<file path="src/rtl/panda_risc_v_pkg.sv">
`default_nettype none
// ============================================================================
// Module      : panda_risc_v_pkg
// Description : Shared constants for the instruction fetch path. The IMEM
//               access controller and the ibus controller both decode the
//               same error codes and use the same NOP filler instruction.
// Revision    : 1.0 - initial release
// ============================================================================
package panda_risc_v_pkg;

    // Error code returned alongside every IMEM access response
    localparam logic [1:0] IMEM_ACCESS_NORMAL       = 2'b00;
    localparam logic [1:0] IMEM_ACCESS_PC_UNALIGNED = 2'b01;
    localparam logic [1:0] IMEM_ACCESS_BUS_ERR      = 2'b10;
    localparam logic [1:0] IMEM_ACCESS_TIMEOUT      = 2'b11;

    // addi x0, x0, 0 - handed back whenever the fetch failed
    localparam logic [31:0] NOP_INST = 32'h0000_0013;

    // What a tracking-queue entry stands for
    typedef enum logic {
        KIND_BUS        = 1'b0,
        KIND_MISALIGNED = 1'b1
    } trans_kind_t;

endpackage
`default_nettype wire

</file>
<file path="src/rtl/panda_risc_v_ibus_trans_tracker.sv">
`default_nettype none
// ============================================================================
// Module      : panda_risc_v_ibus_trans_tracker
// Description : In-order tracking of outstanding fetches: 4-deep kind FIFO,
//               head-of-queue timeout counter and orphan-response counter.
//               Decides when the head retires and with which error code.
// Revision    : 1.0 - initial release
// ============================================================================
module panda_risc_v_ibus_trans_tracker
    import panda_risc_v_pkg::*;
#(
    parameter int IMEM_ACCESS_TIMEOUT_TH = 32
) (
    input  logic        clk,
    input  logic        rst,
    input  logic        i_push,
    input  trans_kind_t i_push_kind,
    input  logic        i_rsp_valid,
    input  logic        i_rsp_err,
    output logic        o_full,
    output logic        o_pop,
    output logic        o_rsp_take,
    output logic [1:0]  o_err_code
);

    localparam int          c_DEPTH   = 4;
    localparam logic        c_TO_EN   = (IMEM_ACCESS_TIMEOUT_TH != 0);
    localparam logic [31:0] c_TO_LAST = 32'(IMEM_ACCESS_TIMEOUT_TH - 1);

    trans_kind_t r_kind [c_DEPTH];
    logic [1:0]  r_wptr;
    logic [1:0]  r_rptr;
    logic [2:0]  r_count;
    logic [31:0] r_to_cnt;
    logic [2:0]  r_orphan_cnt;

    logic        w_empty;
    trans_kind_t w_head_kind;
    logic        w_mis_pop;
    logic        w_rsp_take;
    logic        w_rsp_drop;
    logic        w_timeout;
    logic        w_pop;

    assign w_empty     = (r_count == 3'd0);
    assign w_head_kind = r_kind[r_rptr];
    assign o_full      = (r_count == 3'(c_DEPTH));

    // Head retirement: misaligned entries retire at once, bus entries on
    // their response or on timeout; a response beats a same-cycle timeout.
    always_comb begin
        w_mis_pop  = !w_empty && (w_head_kind == KIND_MISALIGNED);
        w_rsp_take = i_rsp_valid && (r_orphan_cnt == 3'd0) && !w_empty &&
                     (w_head_kind == KIND_BUS);
        w_rsp_drop = i_rsp_valid && (r_orphan_cnt != 3'd0);
        w_timeout  = c_TO_EN && !w_empty && (w_head_kind == KIND_BUS) &&
                     !w_rsp_take && (r_to_cnt == c_TO_LAST);
        w_pop      = w_mis_pop || w_rsp_take || w_timeout;

        o_err_code = IMEM_ACCESS_NORMAL;
        if (w_mis_pop)
            o_err_code = IMEM_ACCESS_PC_UNALIGNED;
        else if (w_timeout)
            o_err_code = IMEM_ACCESS_TIMEOUT;
        else if (i_rsp_err)
            o_err_code = IMEM_ACCESS_BUS_ERR;
    end

    assign o_pop      = w_pop;
    assign o_rsp_take = w_rsp_take;

    // Kind FIFO with wrapping pointers and occupancy count
    always_ff @(posedge clk or posedge rst) begin
        if (rst) begin
            for (int i = 0; i < c_DEPTH; i++)
                r_kind[i] <= KIND_BUS;
            r_wptr  <= 2'd0;
            r_rptr  <= 2'd0;
            r_count <= 3'd0;
        end else begin
            if (i_push) begin
                r_kind[r_wptr] <= i_push_kind;
                r_wptr         <= r_wptr + 2'd1;
            end
            if (w_pop)
                r_rptr <= r_rptr + 2'd1;
            r_count <= r_count + {2'b00, i_push} - {2'b00, w_pop};
        end
    end

    // Cycles the current bus head has been waiting for its response
    always_ff @(posedge clk or posedge rst) begin
        if (rst)
            r_to_cnt <= 32'd0;
        else if (!c_TO_EN || w_pop || w_empty || (w_head_kind == KIND_MISALIGNED))
            r_to_cnt <= 32'd0;
        else
            r_to_cnt <= r_to_cnt + 32'd1;
    end

    // Bus responses still owed for timed-out entries; they get discarded
    always_ff @(posedge clk or posedge rst) begin
        if (rst)
            r_orphan_cnt <= 3'd0;
        else if (w_timeout && !w_rsp_drop)
            r_orphan_cnt <= r_orphan_cnt + 3'd1;
        else if (!w_timeout && w_rsp_drop)
            r_orphan_cnt <= r_orphan_cnt - 3'd1;
    end

    a_one_pop: assert property (@(posedge clk) disable iff (rst)
        $onehot0({w_mis_pop, w_rsp_take, w_timeout}));

    a_no_stray_rsp: assert property (@(posedge clk) disable iff (rst)
        i_rsp_valid |-> (!w_empty || (r_orphan_cnt != 3'd0)));

    // A consumed response must meet a bus entry at the head, otherwise it
    // would be lost behind a misaligned entry.
    a_rsp_meets_bus_head: assert property (@(posedge clk) disable iff (rst)
        i_rsp_valid |-> ((r_orphan_cnt != 3'd0) ||
                         (!w_empty && (w_head_kind == KIND_BUS))));

endmodule
`default_nettype wire

</file>
<file path="src/rtl/panda_risc_v_ibus_ctrler.sv">
`default_nettype none
// ============================================================================
// Module      : panda_risc_v_ibus_ctrler
// Description : Instruction bus controller between the IMEM access port and
//               an ICB-style cmd/rsp bus. Flags misaligned PCs locally, keeps
//               up to 4 fetches in flight and returns registered responses in
//               request order with a 2-bit error code.
// Revision    : 1.0 - initial release
// ============================================================================
module panda_risc_v_ibus_ctrler
    import panda_risc_v_pkg::*;
#(
    parameter int IMEM_ACCESS_TIMEOUT_TH = 32
) (
    input  logic        clk,
    input  logic        rst,
    input  logic [31:0] imem_access_req_addr,
    input  logic        imem_access_req_read,
    input  logic [31:0] imem_access_req_wdata,
    input  logic [3:0]  imem_access_req_wmask,
    input  logic        imem_access_req_valid,
    output logic        imem_access_req_ready,
    output logic [31:0] imem_access_resp_rdata,
    output logic [1:0]  imem_access_resp_err,
    output logic        imem_access_resp_valid,
    output logic [31:0] ibus_cmd_addr,
    output logic        ibus_cmd_read,
    output logic [31:0] ibus_cmd_wdata,
    output logic [3:0]  ibus_cmd_wmask,
    output logic        ibus_cmd_valid,
    input  logic        ibus_cmd_ready,
    input  logic [31:0] ibus_rsp_rdata,
    input  logic        ibus_rsp_err,
    input  logic        ibus_rsp_valid,
    output logic        ibus_rsp_ready
);

    logic        w_misaligned;
    logic        w_full;
    logic        w_push;
    logic        w_pop;
    logic        w_rsp_take;
    logic [1:0]  w_err_code;
    logic        w_unused;

    logic        r_resp_valid;
    logic [31:0] r_resp_rdata;
    logic [1:0]  r_resp_err;

    // Fetch is read-only, so the write side of the request is never used
    assign w_unused = ^{imem_access_req_read, imem_access_req_wdata, imem_access_req_wmask};

    assign w_misaligned = (imem_access_req_addr[1:0] != 2'b00);

    // Misaligned requests bypass the bus; aligned ones need the bus to take
    // the command. Nothing is accepted while the tracker is full or in reset.
    assign ibus_cmd_valid        = !rst && imem_access_req_valid && !w_full && !w_misaligned;
    assign imem_access_req_ready = !rst && !w_full && (w_misaligned || ibus_cmd_ready);
    assign w_push                = imem_access_req_valid && imem_access_req_ready;

    assign ibus_cmd_addr  = imem_access_req_addr;
    assign ibus_cmd_read  = 1'b1;
    assign ibus_cmd_wdata = 32'h0000_0000;
    assign ibus_cmd_wmask = 4'b0000;
    assign ibus_rsp_ready = 1'b1;

    panda_risc_v_ibus_trans_tracker #(
        .IMEM_ACCESS_TIMEOUT_TH(IMEM_ACCESS_TIMEOUT_TH)
    ) u_tracker (
        .clk         (clk),
        .rst         (rst),
        .i_push      (w_push),
        .i_push_kind (w_misaligned ? KIND_MISALIGNED : KIND_BUS),
        .i_rsp_valid (ibus_rsp_valid),
        .i_rsp_err   (ibus_rsp_err),
        .o_full      (w_full),
        .o_pop       (w_pop),
        .o_rsp_take  (w_rsp_take),
        .o_err_code  (w_err_code)
    );

    // Response register: one pulse per retired entry, NOP on any error
    always_ff @(posedge clk or posedge rst) begin
        if (rst) begin
            r_resp_valid <= 1'b0;
            r_resp_rdata <= NOP_INST;
            r_resp_err   <= IMEM_ACCESS_NORMAL;
        end else begin
            r_resp_valid <= w_pop;
            if (w_pop) begin
                r_resp_err   <= w_err_code;
                r_resp_rdata <= (w_rsp_take && !ibus_rsp_err) ? ibus_rsp_rdata : NOP_INST;
            end
        end
    end

    assign imem_access_resp_valid = r_resp_valid;
    assign imem_access_resp_rdata = r_resp_rdata;
    assign imem_access_resp_err   = r_resp_err;

endmodule
`default_nettype wire

</file>
<file path="config.mk">
export PLATFORM = sky130hd
export DESIGN_NAME = panda_risc_v_ibus_ctrler
export DESIGN_NICKNAME = d
export VERILOG_FILES = /design/src/rtl/panda_risc_v_pkg.sv /design/src/rtl/panda_risc_v_ibus_trans_tracker.sv /design/src/rtl/panda_risc_v_ibus_ctrler.sv
export SDC_FILE = /design/constraint.sdc
export NUM_CORES = 1
export LEC_CHECK = 0
export ABC_AREA = 1
export CAP_MARGIN = 20
export CORE_ASPECT_RATIO = 1.4
export CORE_UTILIZATION = 45
export DETAILED_ROUTE_END_ITERATION = 6
export PLACE_DENSITY = 0.82
export REMOVE_ABC_BUFFERS = 1
export SLEW_MARGIN = 5
export SYNTH_ARGS = -nofsm -noshare
export SYNTH_HDL_FRONTEND = slang
export SYNTH_SLANG_ARGS = --single-unit
export TNS_END_PERCENT = 5
</file>
<file path="constraint.sdc">
create_clock -name clk -period 7.1 [get_ports clk]
set_input_delay 1.42 -clock clk [delete_from_list [all_inputs] [get_ports clk]]
set_output_delay 1.42 -clock clk [all_outputs]
set_load 0.02 [all_outputs]
</file>
Yosys cells after proc, flatten, opt, wreduce, memory -nomap -nowiden
Index checks and enable logic that the tools add are counted.
- word-level logic and storage cells: 77
- register bits: 81
- output and inout bits: 107
- input port bits: 107
- reductions and logical operators: 36
- bitwise gates (word level): 3
- equal/unequal tests: 2
- add/subtract/negate cells: 7
- order comparisons: 3
- muxes and demuxes: 14
- operators with widths (operator ; count):
    $mux W32 ; 2
    $add A32 B1 Y32 const B ; 1
    $eq A32 B5 Y1 const B ; 1
    $logic_and A1 B1 Y1 ; 18
    $logic_not A1 Y1 ; 8
    $ge A3 B3 Y1 const B ; 2
    $logic_not A3 Y1 ; 2
    $mux W2 ; 3
    $mux W3 ; 2
    $not A2 Y3 ; 2
    $logic_or A1 B1 Y1 ; 5
    $add A2 B1 Y2 const B ; 2
    $bwmux W4 ; 1
    $mux W1 ; 4
    $reduce_bool A2 Y1 ; 2
    $add A3 B1 Y3 ; 1
    $add A3 B1 Y3 const B ; 1
    $eq A3 B3 Y1 const B ; 1
    $lt A3 B1 Y1 const B ; 1
    $reduce_bool A3 Y1 ; 1
    $sub A3 B1 Y3 ; 1
    $sub A3 B1 Y3 const B ; 1
    $bmux W1 S2 ; 1
    $demux W1 S2 ; 1
    $not A1 Y1 ; 1

Logic depth before layout (Yosys ltp)
Gate-level depths: netlist (run 1).
- depth after elaboration: 13
- mapped depth: 16
- depth with buffers taken out: 15

Modules after synthesis
A second synthesis (run 1) with hierarchy kept.
- cell total of the unflattened synthesis: 638
- area total of the unflattened synthesis: 4863.4 um^2
- modules (own cells, without submodules) (module ; cells each ; instances ; area each (um^2) ; sequential area each (um^2)):
    panda_risc_v_ibus_trans_tracker ; 399 ; 1 ; 2854.0 ; 1151.1
    panda_risc_v_ibus_ctrler ; 239 ; 1 ; 2009.4 ; 879.6

Least setup slack after synthesis (run 1)
Ideal clock, no wire load.
- path kind: input -> output
- start: input port rst
- end: output port ibus_cmd_valid
- data required time: 5.680 ns
- arrival: 3.906 ns
- setup slack: 1.774 ns
- stages on the path: 3
- buffers on the path: 0
- cell sequence: inv_1 -> nand2_1 -> nor3b_1
- cells in the longest elaborated chain, start to end: 4
- ends and longest elaborated chain (item ; RTL line ; text):
    start: declaration ; panda_risc_v_ibus_ctrler.sv:16 ; input logic rst,
    $logic_not A1 Y1 (no line) ; -- ;
    $logic_and A1 B1 Y1 (3 in a row) ; panda_risc_v_ibus_ctrler.sv:57 ; assign ibus_cmd_valid = !rst && imem_access_req_valid && !w_full && !w_misaligned;
    end: declaration ; panda_risc_v_ibus_ctrler.sv:30 ; output logic ibus_cmd_valid,
No other way between the ends.

Worst setup path in the final report (run 1)
- start: input port rst
- end: output port imem_access_req_ready
- cells in the longest elaborated chain, start to end: 3
- ends and longest elaborated chain (item ; RTL line ; text):
    $logic_not A1 Y1 (no line) ; -- ;
    $logic_and A1 B1 Y1 (2 in a row) ; panda_risc_v_ibus_ctrler.sv:58 ; assign imem_access_req_ready = !rst && !w_full && (w_misaligned || ibus_cmd_ready);
    end: declaration ; panda_risc_v_ibus_ctrler.sv:22 ; output logic imem_access_req_ready,
No other way between the ends.

==> results of run 1 <==
[power breakdown]
group	leakage, nW	internal, mW	total [mW]	switching [mW]
clock	0.140	0.250	0.442	0.192
combinational	1.40	0.205	0.582	0.378
sequential	1.08	0.558	0.628	0.0696
[through the flow]
step	setup WS (ns)	cell area (um^2)	util [%]
global placement	2.19	5180	51.8
CTS	2.15	5470	54.7
detailed placement	2.16	5180	51.8
finish	2.21	5490	54.8
floorplan	1.77	4210	-
global route	2.02	5490	54.8
[registers in the layout (all words and copies together), names as in the netlist]
register                cells
imem_access_resp_rdata     32
u_tracker.r_to_cnt         32
u_tracker.r_kind            4
u_tracker.r_count           3
u_tracker.r_orphan_cnt      3
imem_access_resp_err        2
u_tracker.r_rptr            2
u_tracker.r_wptr            2
imem_access_resp_valid      1
[worst max path at each step]
stage	slack, ns	cells after the start	endpoint	from
floorplan	1.77	3	ibus_cmd_valid	rst
global placement	2.19	5	imem_access_req_ready	rst
detailed placement	2.16	5	imem_access_req_ready	rst
CTS	2.15	5	imem_access_req_ready	rst
global route	2.02	5	imem_access_req_ready	rst
finish	2.21	5	imem_access_req_ready	rst
[cells by family (layout without fill, tap and decap cells)]
kind of cell               after synthesis  count (layout)
and+or+nand+nor                        356             356
buffers and inverters                  132             147
DFF                                     81              81
xor gates and xnor gates                24              24
adders and majority gates               10              10
AOI/OAI and AO/OA                       10              10
other                                    2              38
[cell type report]
class                   instances  share of cell area [%]
well taps                     135                    3.08
clock buffers                  10                    4.36
clock inverters                 6                   0.867
repair buffers                 82                    14.9
flip-flops and latches         81                    37.0
multi-input cells             438                    36.4
inverters                      49                    3.35
[per-layer routing]
metal	part of all wire (%)	vias to the layer above	global-route usage, %
li1	-	1878	-
met1	39	1836	25.5
met2	49	145	34.6
met3	9.2	22	9.82
met4	2.6	0	8.47
met5	0	-	4.04
[Yosys cell counts (all sizes together)]
master / n / area [um^2]
buf: 83 / 606
nor3b: 1 / 7.51
nand4: 4 / 25.0
dfrtp: 78 / 1950
nor2: 107 / 409
nand3: 57 / 285
dfstp: 3 / 78.8
o31ai: 1 / 7.51
nand2: 179 / 679
xor2: 13 / 114
nor3: 8 / 45.0
inv: 48 / 180
ha: 8 / 100
a21oi: 3 / 15.0
conb: 2 / 7.51
fa: 2 / 40.0
clkinv: 1 / 3.75
o21ai: 6 / 30.0
xnor2: 11 / 96.3
[worst max-delay path, delay by kind of cell]
family	cells	cell delay [ns]
buffers and inverters	3	1.56
and+or+nand+nor	2	0.48
==> flow_metrics.tcl, run 1 <==
set metrics [dict create \
    status "completed" \
    placementRows 43 \
    hold_viol 0 \
    yosys_register_bits 81 \
    critPathSlowestCell "sky130_fd_sc_hd__clkdlybuf4s50_1" \
    worst_hold_startpoint "imem_access_resp_rdata[0]$_DFFE_PP1P_" \
    cts_max_path_buffers 2 \
    synth_sequential_area_ratio_pct 43.4 \
    fin_tns_setup_ns 0 \
    via_count_of_the_first_global_routing_pass 3753 \
    area_fraction_in_compound_gates_after_synthesis_pct 1.12 \
    cts.sinks 81 \
    fmax_mhz 204 \
    crit_chain "clkdlybuf4s50_1 > inv_2 > nand2_1 > nor2_1 > clkdlybuf4s50_1" \
    die_width_um 88.2 \
    timing.reg2reg.worst_path_depth 12 \
    worst_setup_hold_path_clk_slew_ns 0.06 \
    last_weighted_congestion_value_of_the_routability_driven_placer 0.964 \
    critPathKind "input port to primary output" \
    avgSynthCellArea_um2 7.61 \
    design.die.area_mm2 0.0108 \
    hold-worst-slack_ns 0.490 \
    synthMuxAreaShare_pct 0 \
    number_of_max_capacitance_violations_reported 0 \
    placed_cells_incl_taps 784 \
    detail_route.iter0.violations 239 \
    r2r-end "u_tracker.r_count[2]$_DFF_PP0_" \
    rr_startpoint "u_tracker.r_count[2]$_DFF_PP0_" \
    hold-path-cell-count 2 \
    detail_route.vias_per_cell 4.85 \
    post_cts_buffers 0 \
    post_drt_wl_per_cell_um 13.9 \
    synth_cell_types 26 \
    cpPeakStageDelay_ns 0.68 \
    grtUsageTotal_pct 21.9 \
    drt_drc_violations_left 0 \
    h-tree-depth 3 \
    clk_latency_ns 0.34 \
    tritoncts_buffer_count 9 \
    yosys_warnings 0 \
    initial_core_util_pct 46.8 \
    main_combinational_cell_family_by_area_after_synthesis "simple AND/OR/NAND/NOR gates" \
    report.power.total_mw 1.65 \
    syn_to_final_growth_pct 17.2 \
    seq_area_mm2 0.00203 \
    grt_pass1_wl_um 17700 \
    post_route_cells_drive_above_1_share_pct 5.41 \
    place.detailed.hpwl_um 8380 \
    post_cts_resized 0 \
    drt.antenna.violating_nets 0 \
    power.density_cell_area_mw_per_mm2 301 \
    maximum_number_of_pins_on_one_net_before_global_route_repair 54 \
    io_buffers 78 \
    critPathMostFrequentCell "sky130_fd_sc_hd__clkdlybuf4s50_1" \
    multi_input_comb_area_mm2 0.00200 \
    synth-xor-area-share_pct 4.49 \
    final_cell_count_no_fill 801 \
    final.period_utilization_pct 68.9 \
    setup.worst_path.end_class "primary output" \
    vdd_ir_drop_max_mv 0.217 \
    grt_antenna_before_repair 0 \
    maxSlewViolCount 0 \
    worst-endpoint-required_ns 5.68 \
    netlist_instances 615 \
    hold_path.class "flop to flop" \
    post_synth_and_or_nand_nor_area_fraction_pct 31.0 \
    adder_cell_share_of_the_synthesized_area_pct 2.99 \
    layout_commonest_cell "sky130_fd_sc_hd__nand2_1" \
    cts-root-buf "sky130_fd_sc_hd__clkbuf_16" \
    layout.cells.most_common_list "sky130_fd_sc_hd__nand2_1 (176), sky130_fd_sc_hd__nor2_1 (104), sky130_fd_sc_hd__dfrtp_1 (78), sky130_fd_sc_hd__clkdlybuf4s50_1 (78), sky130_fd_sc_hd__nand3_1 (57)" \
    cts.hold.buffers_added 0 \
    synth_area_mm2 0.00468 \
    holdPathEnd "imem_access_resp_rdata[0]$_DFFE_PP1P_" \
    final.setup_skew_ns 0.00827 \
    crit_path_max_fanout 30 \
    first_pass_iters 5 \
    grt_setup_unrepaired "no" \
    rrSetupSlack_ns 4.06 \
    power.leakage_nw 2.62 \
    worst_ep_arrival_time_ns 3.47 \
    num_vias 3881 \
    die_h_um 123 \
    worst_slew_pin_slew_ns 0.645 \
    report.final.setup_viol 0 \
    insertedDiodeCount 0 \
    finalNetCount 778 \
    design.core.area_mm2 0.0100 \
    design.portCount 214 \
    clock_tree_from_tritoncts "done" \
    total_wire_length_after_detailed_routing_um 11200 \
    final.fill_count 936 \
    layout_min_cycle_time_ns 4.89 \
    timing.critical_path.from_type "input port" \
    grt-ovfl-total 0 \
    worst_slew_margin_rel_pct 57.0 \
]
(Power assumes the default switching activity.)
==> run 2, diff against run 1 <==
- CORE_UTILIZATION: 45 -> 42
- PLACE_DENSITY: 0.82 -> 0.77
- clock period: 7.1 -> 5.1 ns (I/O delays scaled with it)
==> run 2 against run 1 <==
Compared with the run above: clock skew decreased by 0.0026 ns; wire length increased by 0.85%; non-clock buffer count is 1 higher; final cell count up 0.87%; setup slack got worse by 0.80 ns; clock-buffer cell count shrank 1; register-to-register slack lost 2.0 ns; sequential power up 39%; global-route usage fell by 1.3 points; utilization is 3.4 points lower; die area increased by 7.0%; critical endpoint unchanged.
==> flow_metrics.tcl, run 2 (synthesized netlist as in run 1, its figures left out) <==
set metrics [dict create \
    num_vias 3878 \
    die_h_um 127 \
    crit_path_max_fanout 6 \
    timing.critical_path.from_type "input port" \
    layout_min_cycle_time_ns 3.69 \
    via_count_of_the_first_global_routing_pass 3876 \
    combinationalPowerShare_pct 33.1 \
    power.share.switching_pct 35.4 \
    share_seq_of_total_power_pct 35.2 \
    number_of_max_capacitance_violations_reported 0 \
    place.detailed.hpwl_um 8360 \
    postPlaceCellArea_mm2 0.00522 \
    crit_chain "clkdlybuf4s50_1 > nor2_1 > inv_1 > nor2_1 > nor2_1 > clkdlybuf4s50_1" \
    worst_slew_pin_slew_ns 0.631 \
    post_route_standard_cell_area_excluding_fillers_mm2 0.00559 \
    grtUsageTotal_pct 20.6 \
    clock_power_share_pct 31.7 \
    detail_route.vias_per_cell 4.80 \
    io_buffers 78 \
    setup.worst_path.end_class "primary output" \
    h-tree-depth 3 \
    clk_latency_ns 0.33 \
    final.fill_count 1006 \
    post_drt_wl_per_cell_um 13.9 \
    power.density_cell_area_mw_per_mm2 443 \
    syn_to_final_growth_pct 19.3 \
    vdd_ir_drop_max_mv 0.298 \
    cpPeakStageDelay_ns 0.68 \
    hold_path.class "flop to flop" \
    layout_commonest_cell "sky130_fd_sc_hd__nand2_1" \
    critPathMostFrequentCell "sky130_fd_sc_hd__nor2_1" \
    layout.cells.most_common_list "sky130_fd_sc_hd__nand2_1 (176), sky130_fd_sc_hd__nor2_1 (104), sky130_fd_sc_hd__dfrtp_1 (78), sky130_fd_sc_hd__clkdlybuf4s50_1 (78), sky130_fd_sc_hd__nand3_1 (57)" \
    hold_viol 0 \
    worst_ep_arrival_time_ns 2.67 \
    design.die.area_mm2 0.0116 \
    power.leakage_nw 2.66 \
    status "completed" \
    first_pass_iters 4 \
    drt_drc_violations_left 0 \
    post_cts_resized 0 \
    cts.hold.buffers_added 0 \
    cts_max_path_buffers 2 \
    p_sw_mw 0.877 \
    critPathSlowestCell "sky130_fd_sc_hd__clkdlybuf4s50_1" \
    worst_setup_hold_path_clk_slew_ns 0.06 \
    grt_antenna_before_repair 0 \
    fin_tns_setup_ns 0 \
    design.core.area_mm2 0.0109 \
    total_wire_length_after_detailed_routing_um 11200 \
    grt-ovfl-total 0 \
    detail_route.iter0.violations 204 \
    tritoncts_buffer_count 9 \
    worst_slew_margin_rel_pct 57.9 \
    maxSlewViolCount 0 \
    cts-root-buf "sky130_fd_sc_hd__clkbuf_16" \
    placementRows 45 \
    grt_pass1_wl_um 18600 \
    report.final.setup_viol 0 \
    critPathKind "input port to primary output" \
    insertedDiodeCount 0 \
    design.portCount 214 \
    post_cts_buffers 0 \
    clock_tree_from_tritoncts "done" \
    grt_setup_unrepaired "no" \
    initial_core_util_pct 43.1 \
    post_route_cells_drive_above_1_share_pct 5.70 \
    finalNetCount 779 \
    p_int_mw 1.60 \
    final.setup_skew_ns 0.00571 \
    last_weighted_congestion_value_of_the_routability_driven_placer 0.941 \
    final.period_utilization_pct 72.4 \
    fmax_mhz 271 \
    die_width_um 91.2 \
    maximum_number_of_pins_on_one_net_before_global_route_repair 43 \
    drt.antenna.violating_nets 0 \
    report.power.total_mw 2.47 \
    cts.sinks 81 \
    worst-endpoint-required_ns 4.08 \
]
## run 2: cell types whose count changed in the layout (fill, tap and decap cells not counted)
cell                        delta
sky130_fd_sc_hd__inv_2         -1
sky130_fd_sc_hd__o21ai_1       -1
sky130_fd_sc_hd__clkinv_2      +1
sky130_fd_sc_hd__clkinv_4      -1
sky130_fd_sc_hd__clkbuf_8      -1
sky130_fd_sc_hd__buf_4         +1
sky130_fd_sc_hd__inv_6         -2
sky130_fd_sc_hd__bufinv_16     +4
sky130_fd_sc_hd__o21ai_2       +1
## run 2: layout make-up
class	count	area, um^2	area share [%]
multi-input cells	438	2000	35.8
flip-flops and latches	81	2030	36.4
clock inverters	7	141	2.53
inverters	49	185	3.32
repair buffers	83	826	14.8
clock buffers	9	225	4.03
well taps	141	176	3.16
## run 2: layer usage
layer  part of all wire (%)  global-route usage (%)  vias up
met2                     48                    32.9      152
li1                       -                       -     1879
met4                    2.6                    10.5        0
met3                    9.5                    8.87       22
met5                      0                    2.19        -
met1                     39                    23.3     1825
## run 2: worst paths after layout
| path | from | end | slack [ns] | depth (start not counted) |
|---|---|---|---|---|
| worst min-delay path | imem_access_resp_rdata[1]$_DFFE_PP1P_ | imem_access_resp_rdata[1]$_DFFE_PP1P_ | 0.49 | 2 |
| min in group asynchronous | rst | imem_access_resp_rdata[10]$_DFFE_PP0P_ | 1.20 | 3 |
| max in group asynchronous | rst | imem_access_resp_rdata[0]$_DFFE_PP1P_ | 2.97 | 4 |
| worst max register to register | u_tracker.r_count[2]$_DFF_PP0_ | u_tracker.r_count[2]$_DFF_PP0_ | 2.08 | 12 |
| worst max-delay path | imem_access_req_addr[1] | imem_access_req_ready | 1.41 | 6 |
| worst min register to register | imem_access_resp_rdata[1]$_DFFE_PP1P_ | imem_access_resp_rdata[1]$_DFFE_PP1P_ | 0.49 | 2 |
## run 2: power by group through the flow
stage                     Sequential [mW]  Clock [mW]  Combinational, mW
after floorplan                     0.925           0              0.455
after global placement              0.869           0              0.783
after detailed placement            0.877           0              0.819
after CTS                           0.871       0.799              0.829
after global routing                0.888       0.822              0.924
final                               0.871       0.784              0.820
## run 2: metrics by stage
stage	hold WS, ns	setup slack, ns	utilization [%]	std cells
floorplan	0.453	0.180	-	568
global placement	0.474	1.25	47.9	791
detailed placement	0.483	1.21	48.0	792
CTS	0.493	1.41	51.4	808
global route	0.518	1.32	51.4	808
finish	0.490	1.41	51.4	808
## run 2: critical path, delay by kind of cell
| family | cells | cell delay [ns] |
|---|---|---|
| buf+inv | 3 | 1.23 |
| simple gates | 3 | 0.42 |
==> run 3, diff against run 2 <==
- clock period: 5.1 -> 3.81 ns (I/O delays scaled with it)
==> run 3 against run 2 <==
Compared with the run above: critical path depth unchanged; sequential share of layout area up 0.17 points; critical path type unchanged; largest power group unchanged; clock-buffer cell count up 4; clock power up 26%; die area unchanged; sequential power up 33%; final cell count up 0.12%; register-to-register slack worse by 0.96 ns; wire length up 0.52%; global-route usage up 0.45 points; non-clock buffer count up 1.
==> flow_metrics.tcl, run 3 (synthesized netlist as in run 1, its figures left out) <==
set metrics [dict create \
    syn_to_final_growth_pct 18.7 \
    power.density_cell_area_mw_per_mm2 586 \
    clock_tree_from_tritoncts "done" \
    power.share.switching_pct 35.6 \
    final.fill_count 981 \
    die_width_um 91.2 \
    report.power.total_mw 3.26 \
    layout_min_cycle_time_ns 3.15 \
    r2r-end "u_tracker.r_count[2]$_DFF_PP0_" \
    cts_max_path_buffers 2 \
    number_of_max_capacitance_violations_reported 0 \
    vdd_ir_drop_max_mv 0.603 \
    final_cell_count_no_fill 809 \
    fmax_mhz 318 \
    worst-endpoint-required_ns 3.05 \
    wl_met1_um 4520 \
    via_count_of_the_first_global_routing_pass 3956 \
    seq_area_mm2 0.00203 \
    dr_wl_met3_um 1060 \
    initial_core_util_pct 43.1 \
    critPathKind "input port to primary output" \
    postPlaceCellArea_mm2 0.00522 \
    met2WireLength_um 5390 \
    hold_path.class "flop to flop" \
    rr_startpoint "u_tracker.r_to_cnt[0]$_DFF_PP0_" \
    holdPathEnd "u_tracker.r_kind[2]$_DFFE_PP0P_" \
    finalNetCount 780 \
    io_buffers 78 \
    grt_antenna_before_repair 0 \
    die_h_um 127 \
    worst_ep_arrival_time_ns 2.39 \
    tritoncts_buffer_count 9 \
    num_vias 3851 \
    grt_pass1_wl_um 19000 \
    insertedDiodeCount 0 \
    multi_input_comb_area_mm2 0.00200 \
    hold-worst-slack_ns 0.485 \
    design.core.area_mm2 0.0109 \
    power.leakage_nw 2.65 \
    p_sw_mw 1.16 \
    placed_cells_incl_taps 793 \
    post_route_cells_drive_above_1_share_pct 5.39 \
    last_weighted_congestion_value_of_the_routability_driven_placer 0.914 \
    grtUsageTotal_pct 21.1 \
    h-tree-depth 3 \
    layout_commonest_cell "sky130_fd_sc_hd__nand2_1" \
    timing.reg2reg.worst_path_depth 15 \
    setup.worst_path.end_class "primary output" \
    cts.sinks 81 \
    post_drt_wl_per_cell_um 14.0 \
    clk_latency_ns 0.34 \
    status "completed" \
    share_seq_of_total_power_pct 35.7 \
    grt_setup_unrepaired "no" \
    design.portCount 214 \
    place.detailed.hpwl_um 8420 \
    clock_power_share_pct 30.4 \
    post_cts_buffers 0 \
    drt_drc_violations_left 0 \
    worst_slew_margin_rel_pct 63.2 \
    total_wire_length_after_detailed_routing_um 11300 \
    crit_path_max_fanout 6 \
    hold_viol 0 \
    final.period_utilization_pct 82.6 \
    cts.hold.buffers_added 0 \
    placementRows 45 \
    maximum_number_of_pins_on_one_net_before_global_route_repair 45 \
    rrSetupSlack_ns 1.12 \
    post_cts_resized 0 \
    maxSlewViolCount 0 \
    p_int_mw 2.10 \
    worst_hold_startpoint "u_tracker.r_kind[2]$_DFFE_PP0P_" \
    grt-ovfl-total 0 \
    drt.antenna.violating_nets 0 \
    worst_slew_pin_slew_ns 0.552 \
    layout.cells.most_common_list "sky130_fd_sc_hd__nand2_1 (176), sky130_fd_sc_hd__nor2_1 (104), sky130_fd_sc_hd__dfrtp_1 (78), sky130_fd_sc_hd__clkdlybuf4s50_1 (78), sky130_fd_sc_hd__nand3_1 (57)" \
    detail_route.vias_per_cell 4.76 \
    final.setup_skew_ns 0.0122 \
    timing.critical_path.from_type "input port" \
    design.die.area_mm2 0.0116 \
    post_route_standard_cell_area_excluding_fillers_mm2 0.00556 \
    hold-path-cell-count 2 \
    highest_routed_layer "met4" \
    report.final.setup_viol 0 \
    cts-root-buf "sky130_fd_sc_hd__clkbuf_16" \
    worst_setup_hold_path_clk_slew_ns 0.06 \
    first_pass_iters 5 \
    combinationalPowerShare_pct 33.9 \
    detail_route.iter0.violations 261 \
    layout.core_utilization_pct 51.2 \
]
-- run 3: cell types whose count changed in the layout (fill, tap and decap cells not counted) --
cell	previous run	this run
sky130_fd_sc_hd__clkinvlp_4	1	0
sky130_fd_sc_hd__clkbuf_1	0	3
sky130_fd_sc_hd__inv_6	1	0
sky130_fd_sc_hd__buf_8	1	0
sky130_fd_sc_hd__bufinv_16	4	3
sky130_fd_sc_hd__buf_4	4	6
sky130_fd_sc_hd__clkbuf_8	0	1
sky130_fd_sc_hd__clkinv_2	2	1
-- run 3: worst max path at each step --
stage,cells past startpoint,to,from,slack [ns]
2_1_floorplan,10,u_tracker.r_count[2]$_DFF_PP0_,rst,-0.85
3_3_place_gp,12,u_tracker.r_count[2]$_DFF_PP0_,imem_access_req_addr[1],0.63
3_5_place_dp,12,u_tracker.r_count[2]$_DFF_PP0_,imem_access_req_addr[1],0.52
4_1_cts,6,imem_access_req_ready,imem_access_req_addr[1],0.66
5_1_grt,6,imem_access_req_ready,imem_access_req_addr[1],0.56
6_report,6,imem_access_req_ready,imem_access_req_addr[1],0.66
-- run 3: cell type report --
cell class | count | area share [%]
clock buffers | 13 | 4.50
clock inverters | 3 | 1.62
inverters | 49 | 3.33
multi-input cells | 438 | 36.0
flip-flops and latches | 81 | 36.5
well taps | 141 | 3.17
repair buffers | 84 | 14.9
-- run 3: critical path: stages --
cell and delay (ns):
sky130_fd_sc_hd__clkdlybuf4s50_1 0.48, sky130_fd_sc_hd__nor2_1 0.09, sky130_fd_sc_hd__inv_1 0.08, sky130_fd_sc_hd__nor2_1 0.04, sky130_fd_sc_hd__nor2_1 0.27, sky130_fd_sc_hd__clkdlybuf4s50_1 0.67
-- run 3: metrics by stage --
stage,TNS [ns],setup WS [ns]
final,0,0.663
after global routing,0,0.561
after CTS,0,0.658
after detailed placement,0,0.520
after global placement,0,0.634
after floorplan,-2.07,-0.852
-- run 3: layer usage --
layer | GRT usage (%) | up-vias
met4 | 8.78 | 0
met3 | 10.4 | 24
met2 | 33.3 | 158
li1 | - | 1876
met5 | 2.19 | -
met1 | 24.0 | 1793
-- run 3: power by group through the flow --
stage | Sequential [mW] | Combinational, mW | Clock (mW)
finish | 1.16 | 1.10 | 0.991
global route | 1.18 | 1.24 | 1.05
CTS | 1.16 | 1.12 | 1.00
detailed placement | 1.17 | 1.12 | 0
global placement | 1.16 | 1.06 | 0
floorplan | 1.24 | 0.609 | 0
